File: config.mk
export PLATFORM = sky130hd
export DESIGN_NAME = legv8_alu_exec_flat
export DESIGN_NICKNAME = d
export VERILOG_FILES = /design/src/rtl/legv8_alu_exec_if.sv /design/src/rtl/legv8_alu_exec.sv /design/src/flat_wrapper.sv
export SDC_FILE = /design/constraint.sdc
export NUM_CORES = 2
export LEC_CHECK = 0
export ABC_AREA = 1
export BUFFER_PORTS_ARGS = -buffer_cell sky130_fd_sc_hd__clkbuf_2
export CORE_AREA = 2 2 409 411
export CTS_CLUSTER_SIZE = 16
export DETAILED_ROUTE_END_ITERATION = 6
export DIE_AREA = 0 0 411 413
export GPL_TIMING_DRIVEN = 0
export HOLD_SLACK_MARGIN = 0.1
export SYNTH_ARGS = -nofsm -noshare
export SYNTH_HDL_FRONTEND = slang
export SYNTH_SLANG_ARGS = --single-unit
export TNS_END_PERCENT = 50
File: constraint.sdc
create_clock -name clk -period 3.62 [get_ports clk]
set_input_delay 0.181 -clock clk [delete_from_list [all_inputs] [get_ports clk]]
set_output_delay 0.181 -clock clk [all_outputs]
set_load 0.02 [all_outputs]
File: src/rtl/legv8_alu_exec_if.sv
// Request/result bundle between register read and the EX-stage ALU.
// Latency: none, wiring only.
// Backpressure: in_valid/in_ready on the request side, out_valid/out_ready on the result side.
interface legv8_alu_exec_if #(
    parameter int WIDTH = 64
);
    logic             in_valid;
    logic             in_ready;
    logic [1:0]       alu_op;
    logic [31:0]      instruction;
    logic [WIDTH-1:0] a;
    logic [WIDTH-1:0] b;
    logic             out_valid;
    logic             out_ready;
    logic [WIDTH-1:0] result;
    logic             zero;
    logic [3:0]       alu_ctrl;
    logic             illegal;
    logic             busy;

    modport master (
        output in_valid, alu_op, instruction, a, b, out_ready,
        input  in_ready, out_valid, result, zero, alu_ctrl, illegal, busy
    );

    modport slave (
        input  in_valid, alu_op, instruction, a, b, out_ready,
        output in_ready, out_valid, result, zero, alu_ctrl, illegal, busy
    );
endinterface

File: src/rtl/legv8_alu_exec.sv
// LEGv8 ALU-control decode plus execute (ADD/SUB/AND/ORR/EOR/LSL/LSR/PASSB, iterative MUL).
// Latency: 1 cycle for single-cycle ops, WIDTH/MUL_BITS cycles for MUL.
// Backpressure: outputs held while out_valid && !out_ready; in_ready low during MUL or an undrained result.
module legv8_alu_exec #(
    parameter int WIDTH    = 64,
    parameter int MUL_BITS = 1
) (
    input logic             clk,
    input logic             rst_n,
    legv8_alu_exec_if.slave alu_bus
);
    localparam int MUL_CYC = WIDTH / MUL_BITS;
    localparam int CNT_W   = $clog2(MUL_CYC + 1);

    localparam logic [3:0] C_AND   = 4'b0000;
    localparam logic [3:0] C_ORR   = 4'b0001;
    localparam logic [3:0] C_ADD   = 4'b0010;
    localparam logic [3:0] C_EOR   = 4'b0011;
    localparam logic [3:0] C_SUB   = 4'b0110;
    localparam logic [3:0] C_PASSB = 4'b0111;
    localparam logic [3:0] C_LSL   = 4'b1000;
    localparam logic [3:0] C_LSR   = 4'b1001;
    localparam logic [3:0] C_MUL   = 4'b1010;
    localparam logic [3:0] C_ILL   = 4'b1111;

    typedef enum logic {ST_IDLE, ST_MUL} state_t;

    state_t           r_state;
    logic             r_out_valid;
    logic [WIDTH-1:0] r_result;
    logic             r_zero;
    logic [3:0]       r_alu_ctrl;
    logic             r_illegal;
    logic [WIDTH-1:0] r_ma;
    logic [WIDTH-1:0] r_mb;
    logic [WIDTH-1:0] r_acc;
    logic [CNT_W-1:0] r_cnt;

    logic [3:0]       w_ctrl;
    logic             w_illegal;
    logic             w_is_mul;
    logic [WIDTH-1:0] w_res;
    logic [5:0]       w_shamt;
    logic             w_shift_ok;
    logic             w_in_ready;
    logic             w_accept;
    logic [WIDTH-1:0] w_pp;
    logic [WIDTH-1:0] w_acc_next;
    logic             w_mul_done;
    logic             w_unused_instr;

    assign w_shamt        = alu_bus.instruction[15:10];
    assign w_shift_ok     = (32'(w_shamt) < WIDTH);
    assign w_unused_instr = ^{alu_bus.instruction[20:16], alu_bus.instruction[9:0]};

    assign w_in_ready = (r_state == ST_IDLE) && (!r_out_valid || alu_bus.out_ready);
    assign w_accept   = alu_bus.in_valid && w_in_ready;
    assign w_mul_done = (r_cnt == CNT_W'(MUL_CYC - 1));
    assign w_acc_next = r_acc + w_pp;

    assign alu_bus.in_ready  = w_in_ready;
    assign alu_bus.out_valid = r_out_valid;
    assign alu_bus.result    = r_result;
    assign alu_bus.zero      = r_zero;
    assign alu_bus.alu_ctrl  = r_alu_ctrl;
    assign alu_bus.illegal   = r_illegal;
    assign alu_bus.busy      = (r_state == ST_MUL);

    // Decode {ALUOp, opcode} and compute the single-cycle result; ALUOp wins over the opcode.
    always_comb begin
        w_ctrl    = C_ILL;
        w_illegal = 1'b0;
        w_is_mul  = 1'b0;
        w_res     = '0;
        if (alu_bus.alu_op == 2'b00) begin
            w_ctrl = C_ADD;
            w_res  = alu_bus.a + alu_bus.b;
        end else if (alu_bus.alu_op[0]) begin
            w_ctrl = C_PASSB;
            w_res  = alu_bus.b;
        end else begin
            case (alu_bus.instruction[31:21])
                11'b10001011000: begin w_ctrl = C_ADD; w_res = alu_bus.a + alu_bus.b; end
                11'b11001011000: begin w_ctrl = C_SUB; w_res = alu_bus.a - alu_bus.b; end
                11'b10001010000: begin w_ctrl = C_AND; w_res = alu_bus.a & alu_bus.b; end
                11'b10101010000: begin w_ctrl = C_ORR; w_res = alu_bus.a | alu_bus.b; end
                11'b11001010000: begin w_ctrl = C_EOR; w_res = alu_bus.a ^ alu_bus.b; end
                11'b11010011011: begin
                    w_ctrl = C_LSL;
                    w_res  = w_shift_ok ? (alu_bus.a << w_shamt) : '0;
                end
                11'b11010011010: begin
                    w_ctrl = C_LSR;
                    w_res  = w_shift_ok ? (alu_bus.a >> w_shamt) : '0;
                end
                11'b10011011000: begin w_ctrl = C_MUL; w_is_mul = 1'b1; end
                default: begin w_ctrl = C_ILL; w_illegal = 1'b1; w_res = '0; end
            endcase
        end
    end

    // Partial product of the shifted multiplicand and the next MUL_BITS multiplier bits.
    always_comb begin
        w_pp = '0;
        for (int j = 0; j < MUL_BITS; j++) begin
            if (r_mb[j]) begin
                w_pp = w_pp + (r_ma << j);
            end
        end
    end

    // Control FSM with registered result outputs and the shift-add multiplier datapath.
    always_ff @(posedge clk or negedge rst_n) begin
        if (!rst_n) begin
            r_state     <= ST_IDLE;
            r_out_valid <= 1'b0;
            r_result    <= '0;
            r_zero      <= 1'b1;
            r_alu_ctrl  <= 4'b0000;
            r_illegal   <= 1'b0;
            r_ma        <= '0;
            r_mb        <= '0;
            r_acc       <= '0;
            r_cnt       <= '0;
        end else begin
            case (r_state)
                ST_IDLE: begin
                    if (w_accept && w_is_mul) begin
                        r_ma        <= alu_bus.a;
                        r_mb        <= alu_bus.b;
                        r_acc       <= '0;
                        r_cnt       <= '0;
                        r_out_valid <= 1'b0;
                        r_state     <= ST_MUL;
                    end else if (w_accept) begin
                        r_result    <= w_res;
                        r_zero      <= (w_res == '0);
                        r_alu_ctrl  <= w_ctrl;
                        r_illegal   <= w_illegal;
                        r_out_valid <= 1'b1;
                    end else if (alu_bus.out_ready) begin
                        r_out_valid <= 1'b0;
                    end
                end
                ST_MUL: begin
                    r_acc <= w_acc_next;
                    r_ma  <= r_ma << MUL_BITS;
                    r_mb  <= r_mb >> MUL_BITS;
                    r_cnt <= r_cnt + CNT_W'(1);
                    if (w_mul_done) begin
                        r_result    <= w_acc_next;
                        r_zero      <= (w_acc_next == '0);
                        r_alu_ctrl  <= C_MUL;
                        r_illegal   <= 1'b0;
                        r_out_valid <= 1'b1;
                        r_state     <= ST_IDLE;
                    end else if (alu_bus.out_ready) begin
                        r_out_valid <= 1'b0;
                    end
                end
                default: r_state <= ST_IDLE;
            endcase
        end
    end
endmodule

File: src/flat_wrapper.sv
// flat-port wrapper written by rule: the top's interface ports become plain ports
module legv8_alu_exec_flat 
#(
    parameter int WIDTH    = 64,
    parameter int MUL_BITS = 1
)
  (clk, rst_n, alu_bus_in_valid, alu_bus_alu_op, alu_bus_instruction, alu_bus_a, alu_bus_b, alu_bus_out_ready, alu_bus_in_ready, alu_bus_out_valid, alu_bus_result, alu_bus_zero, alu_bus_alu_ctrl, alu_bus_illegal, alu_bus_busy);
  legv8_alu_exec_if #(.WIDTH(WIDTH)) alu_bus_i ();
  input logic clk;
  input logic rst_n;
  input wire logic [$bits(alu_bus_i.in_valid)-1:0] alu_bus_in_valid;
  input wire logic [$bits(alu_bus_i.alu_op)-1:0] alu_bus_alu_op;
  input wire logic [$bits(alu_bus_i.instruction)-1:0] alu_bus_instruction;
  input wire logic [$bits(alu_bus_i.a)-1:0] alu_bus_a;
  input wire logic [$bits(alu_bus_i.b)-1:0] alu_bus_b;
  input wire logic [$bits(alu_bus_i.out_ready)-1:0] alu_bus_out_ready;
  output wire logic [$bits(alu_bus_i.in_ready)-1:0] alu_bus_in_ready;
  output wire logic [$bits(alu_bus_i.out_valid)-1:0] alu_bus_out_valid;
  output wire logic [$bits(alu_bus_i.result)-1:0] alu_bus_result;
  output wire logic [$bits(alu_bus_i.zero)-1:0] alu_bus_zero;
  output wire logic [$bits(alu_bus_i.alu_ctrl)-1:0] alu_bus_alu_ctrl;
  output wire logic [$bits(alu_bus_i.illegal)-1:0] alu_bus_illegal;
  output wire logic [$bits(alu_bus_i.busy)-1:0] alu_bus_busy;
  assign alu_bus_i.in_valid = alu_bus_in_valid;
  assign alu_bus_i.alu_op = alu_bus_alu_op;
  assign alu_bus_i.instruction = alu_bus_instruction;
  assign alu_bus_i.a = alu_bus_a;
  assign alu_bus_i.b = alu_bus_b;
  assign alu_bus_i.out_ready = alu_bus_out_ready;
  assign alu_bus_in_ready = alu_bus_i.in_ready;
  assign alu_bus_out_valid = alu_bus_i.out_valid;
  assign alu_bus_result = alu_bus_i.result;
  assign alu_bus_zero = alu_bus_i.zero;
  assign alu_bus_alu_ctrl = alu_bus_i.alu_ctrl;
  assign alu_bus_illegal = alu_bus_i.illegal;
  assign alu_bus_busy = alu_bus_i.busy;
  legv8_alu_exec #(.WIDTH(WIDTH), .MUL_BITS(MUL_BITS)) u_core (.clk(clk), .rst_n(rst_n), .alu_bus(alu_bus_i));
endmodule
Word level (Yosys, flattened, before mapping)
Index checks and enable logic that the tools add are counted.

Input bits: 166. Bits in registers: 271. Output and inout port bits: 73. Logic and storage cells: 88.

Bitwise gates (word level): 4. Add/subtract/negate cells: 4. Shift operators: 2. Equal/unequal tests: 13. Mux-type cells: 45. Reduce and logical (&&, ||, !) cells: 10.

Operators by type and width (number): 64-bit 2-to-1 mux (9); 64-bit case mux with 2 select lines (4); 64-bit case mux with 7 select lines (1); 64-bit adder (2); 64-bit logical NOT (2); 11-bit == test, second input constant (8); 64-bit AND (1); 64-bit bitwise OR (1); 64-bit by 6-bit << shifter with 64-bit output (1); 64-bit by 6-bit >> shifter with 64-bit output (1); 64-bit subtractor (1); 64-bit XOR (1); 4-bit case mux with 8 select lines (1); 4-bit 2-to-1 mux (5); 1-bit 2-to-1 mux (18); 7-bit case mux with 2 select lines (1); 1-bit case mux with 2 select lines (4); 4-bit case mux with 2 select lines (1); 8-bit OR reduction (1); 7-bit by 1-bit adder with 7-bit output, second input constant (1); 7-bit by 6-bit == test with 1-bit output, second input constant (1); 7-bit 2-to-1 mux (1); 2-bit != test, second input constant (3); 1-bit logical AND (3); 6 further kinds (6).

Depth between registers and ports, before layout
Depth in word-level cells: 8. Gate-level depth with buffers: 28. Mapped depth without buffers: 27.

Least setup slack after synthesis
No wires, ideal clock.

Kind: register -> register. Start point: register u_core.r_mb[0]. End point: register u_core.r_zero, in the netlist u_core.alu_bus.zero. Path buffers: 2. Setup slack: 427 ps. Library setup time: 60 ps. Data required time: 3560 ps. Cell stages (with the launch flop): 27. Clock period less this slack: 3193 ps. Arrival: 3133 ps. Cells stage by stage: dfrtp_1 clkbuf_1 clkbuf_1 nand2_1 inv_1 ha_1 fa_1 nand2_1 inv_1 nand2_1 nand2_1 nand2_1 nand2_1 nand3_1 nand2_1 or2_2 nand2_1 nand2_1 nor3_1 nand4_1 nor2_1 nand4_1 nor2_1 nand4_1 nand2_1 nand2_1 nand2_1.

Word-level cells in the longest chain between the ends: 5.

Ends and longest elaborated chain: start: declaration (RTL line legv8_alu_exec.sv:35) `logic [WIDTH-1:0] r_mb;`; start signal: assignment (RTL line legv8_alu_exec.sv:130) `r_mb <= alu_bus.b;`; start signal: assignment (RTL line legv8_alu_exec.sv:148) `r_mb <= r_mb >> MUL_BITS;`; 64-bit 2-to-1 mux (RTL line legv8_alu_exec.sv:106) `if (r_mb[j]) begin`; 64-bit adder (RTL line legv8_alu_exec.sv:59) `assign w_acc_next = r_acc + w_pp;`; 64-bit logical NOT (RTL line legv8_alu_exec.sv:152) `r_zero <= (w_acc_next == '0);`; 1-bit 2-to-1 mux (RTL line legv8_alu_exec.sv:150) `if (w_mul_done) begin`; 1-bit case mux with 2 select lines (RTL line legv8_alu_exec.sv:126) `case (r_state)`; end signal: assignment (RTL line legv8_alu_exec.sv:137) `r_zero <= (w_res == '0);`; end signal: assignment (RTL line legv8_alu_exec.sv:152); end: declaration (RTL line legv8_alu_exec.sv:31) `logic r_zero;`.

No other way between the ends. The select of a mux whose other input is x is not followed. A chain may end at the register's enable or synchronous reset.

Worst setup path in the final report
Start point: input port alu_bus_instruction[28]. End point: register u_core.r_zero, in the netlist u_core.alu_bus.zero.

Word-level cells in the longest chain between the ends: 8. Elaborated cells on any way between the ends: 21. Those cells by class: eq/ne: 9; mux: 9; reduce/logical: 3.

Ends and longest elaborated chain: start: declaration (RTL line flat_wrapper.sv:13) `input wire logic [$bits(alu_bus_i.instruction)-1:0] alu_bus_instruction;`; 11-bit == test (RTL line legv8_alu_exec.sv:82) `case (alu_bus.instruction[31:21])`; 64-bit case mux with 7 select lines (RTL line legv8_alu_exec.sv:82); 64-bit 2-to-1 mux (RTL line legv8_alu_exec.sv:78) `end else if (alu_bus.alu_op[0]) begin`; 64-bit 2-to-1 mux (RTL line legv8_alu_exec.sv:75) `if (alu_bus.alu_op == 2'b00) begin`; 64-bit logical NOT (RTL line legv8_alu_exec.sv:137); 1-bit 2-to-1 mux (RTL line legv8_alu_exec.sv:135) `end else if (w_accept) begin`; 1-bit 2-to-1 mux (RTL line legv8_alu_exec.sv:128) `if (w_accept && w_is_mul) begin`; 1-bit case mux with 2 select lines (RTL line legv8_alu_exec.sv:126).

Several ways; a longest one is shown, not always the timed one. The select of a mux whose other input is x is not followed.

==> flow_metrics.tcl <==
set metrics [dict create \
    synth_cell_types 58 \
    tightest_slew_ns 1.628 \
    grt_max_degree 95 \
    clock.fmax_mhz 244.6 \
    ys_ff_latch 271 \
    worstPathMaxFanout 11 \
    fin_worst_skew_ns 0.05258 \
    min_path_type "primary input to flip-flop" \
    nFillCells 19463 \
    antenna_left 0 \
    layout_common_cells "2331 x nand2_1, 1164 x nand3_1, 1020 x inv_1, 897 x nor2_1, 269 x dfrtp_1" \
    dp_hpwl_mm 310.1 \
    min_period_ns 4.088 \
    ir_worst_vdd_mv 0.5456 \
    hold-path-cell-count 3 \
    dpl_cell_area_um2 45010 \
    syn_avg_cell_area_um2 5.424 \
    worstPathCellList "clkbuf_2 -> inv_2 -> nand4_2 -> nor2_2 -> buf_6 -> nand2_4 -> buf_6 -> buf_4 -> o22ai_1 -> a21oi_1 -> nand3_1 -> a21oi_1 -> nand3_1 -> nand2_1 -> nand2_1 -> nor2_1 -> nand3_1 -> nor2_1 -> nand4_1 -> nand2_2 -> nand2_1 -> nand2_1" \
    routed_wl_mm 364.5 \
    port_buffers 220 \
    violations "capacitance limit, slew limit, setup timing" \
    hold_start "alu_bus_a[16]" \
    synth_top_area_share_pct 21.77 \
    cp_data_required_time_ns 4.19 \
    rows 150 \
    ys_seq_area_share_pct 16.53 \
    clock-root-buffer "clkbuf_16" \
    io_pins 239 \
    async_flop_share_pct 100.0 \
    arrival_ns 4.65 \
    insertion_delay_ns 0.67 \
    post-route-drc-count 0 \
    path_common_cell "nand2_1" \
    fin_crit_sh_pct 112.9 \
    final_common_cell "nand2_1" \
    initial_utilization_pct 24.73 \
    grt_setup_unrepaired "yes" \
    area_delta_synth_final_pct 19.91 \
    cts_sinks 271 \
    rr_startpoint "u_core.r_mb[0]" \
    hold_violations 0 \
    globalRouteOverflowTotal 0 \
    worst-path-buf-inv 5 \
    first_pass_iters 6 \
    netlist_instances 7564 \
    critPathKind "primary input to flip-flop" \
    numCtsBuffers 37 \
    die_w_um 411 \
    drv_slew 32 \
    synth_area_um2 41030 \
    p_per_area_nw_per_um2 325.3 \
    start_kind "primary input" \
    max_stage_delay_ns 0.72 \
    cpMaxStageDelayCell "a21oi_1" \
    htreeDepth 2 \
    cts-root-to-sink-buffers 3 \
    fin_area_um2 49200 \
    dieArea_um2 169700 \
    drt_iter0_drc 7492 \
    r2r_slack_ns -0.29 \
    critPathTopFamily "simple AND/OR/NAND/NOR gates" \
    dpl_worst_slack_ns -2.020 \
    totalNegativeSetupSlack_ns -0.4676 \
    fin_ws_ns -0.4676 \
    wl_per_cell_um 35.67 \
    yosysTopAreaCell "nand2_1" \
    synth_fp_nets 7988 \
    grt_pass1_wl_mm 473.5 \
    end_kind "flip-flop" \
    core_area_um2 165900 \
    ys.flop_type "dfrtp_1" \
    antenna_found_initial 44 \
    synth_edf_count 0 \
    layout-drive-gt1-share_pct 11.51 \
    vias_per_cell 5.538 \
    status "finished, violations left" \
    vias 56601 \
    cts_tree "built" \
    total_power_uw 16000 \
    path_clk_slew_ns 0.05 \
    synthTopCellsByArea "nand2_1 22%, dfrtp_1 16%, nand3_1 15%" \
    nNetsFinal 8396 \
    reg2reg_depth 20 \
    fp.dieH_um 413 \
    synth_warnings 0 \
    track_usage_pct 41.50 \
    fin_util_pct 29.65 \
    p_leak_uw 0.02687 \
    place_congestion 1.113 \
    min_to "u_core.r_ma[16]" \
    grt_pass1_vias 53049 \
    relSlewSlack_pct -8.517 \
    rr_endpoint "u_core.alu_bus.zero" \
    maxCapViolations 3 \
    finalSetupViolations 1 \
]
metrics by stage:
step | std cells | hold WS (ns)
global route | 10204 | 0.1038
floorplan | 7564 | -0.1146
global placement | 9988 | 0.4344
finish | 10220 | 0.08404
CTS | 10174 | 0.1003
detailed placement | 9993 | 0.3384
cells by family (layout without fill, tap and decap cells):
kind of cell               after synthesis  after routing  synth area share, %
buffers and inverters                 1377           1809                13.80
AOI/OAI and AO/OA                      825            825                11.49
xor gates and xnor gates                50             50                1.067
DFF                                    271            271                16.53
and+or+nand+nor                       4783           4783                49.19
other                                    0             20                    0
adders and majority gates              258            258                7.923
layer usage:
metal | GRT usage, % | vias to the layer above | part of all wire (%)
met4 | 27.14 | 14 | 8.0
met1 | 51.94 | 27584 | 40
met3 | 8.377 | 779 | 8.6
met5 | 0 | - | 0.029
li1 | - | 25121 | -
met2 | 64.57 | 3103 | 43
final cells by class:
cell class / count / area, µm² / area share (%)
clock buffers: 48 / 1028 / 2.090
plain buffers: 332 / 1798 / 3.654
well taps: 2204 / 2758 / 5.605
flip-flops and latches: 271 / 6787 / 13.79
inverters: 1044 / 3929 / 7.985
clock inverters: 15 / 198.9 / 0.4044
repair buffers: 370 / 2666 / 5.419
multi-input cells: 5916 / 29990 / 60.95
diodes: 20 / 50.05 / 0.1017
worst register-to-register path, delay by kind of cell (launching register included):
| family | cells | cell delay [ns] |
|---|---|---|
| flops | 1 | 0.52 |
| xor+xnor | 1 | 0.12 |
| buf+inv | 3 | 0.36 |
| fa+ha+maj | 1 | 0.38 |
| simple gates | 15 | 2.47 |
registers in the layout, summed over array words and instances (netlist names), 4 cells and up:
| name | cells |
|---|---|
| u_core.alu_bus.result | 64 |
| u_core.r_acc | 64 |
| u_core.r_ma | 64 |
| u_core.r_mb | 64 |
| u_core.r_cnt | 7 |
| u_core.alu_bus.alu_ctrl | 4 |
synthesized netlist by cell type, drive strengths merged (2+ instances only):
cell     number
a21o          8
nor3b         3
o211ai       45
nor3         47
nand2      2396
and3          6
o221ai        2
buf         227
clkinv        2
xor2         33
nor4         12
a21boi        7
or2          28
fa            3
nand4        83
nor2        975
xnor2        17
o21a         21
a31oi        50
nand3      1209
o21bai       30
clkbuf      106
inv        1042
o21ai       236
o22ai       145
and2         13
dfrtp       270
o2111ai       3
ha          255
a21oi       273
nand3b       11
worst max-delay path by stage:
stage	from	endpoint	slack [ns]	cells after the start
3_5_place_dp	u_core.r_mb[0]	u_core.alu_bus.zero	-2.02	21
5_1_grt	alu_bus_a[16]	u_core.alu_bus.zero	-0.38	25
6_report	alu_bus_instruction[28]	u_core.alu_bus.zero	-0.47	22
4_1_cts	u_core.r_mb[0]	u_core.alu_bus.zero	-0.23	25
2_1_floorplan	u_core.r_mb[0]	u_core.alu_bus.zero	0.43	26
3_3_place_gp	rst_n	u_core.r_mb[30]	-3.94	1
what timing repair did:
item	4_1_cts	5_1_grt
endpoints found under the setup margin	131	56
pin swaps	39	33
gates resized for setup	292	144
gates cloned	1	0
hold buffers	88	9
hold endpoints to repair	180	9
setup buffers	30	17
report_power, final:
part	switching (µW)	internal, µW
clock	1670	2280
sequential	241	3360
combinational	6310	2140
total	8220	7780
Power figures use the tool's default switching activity.
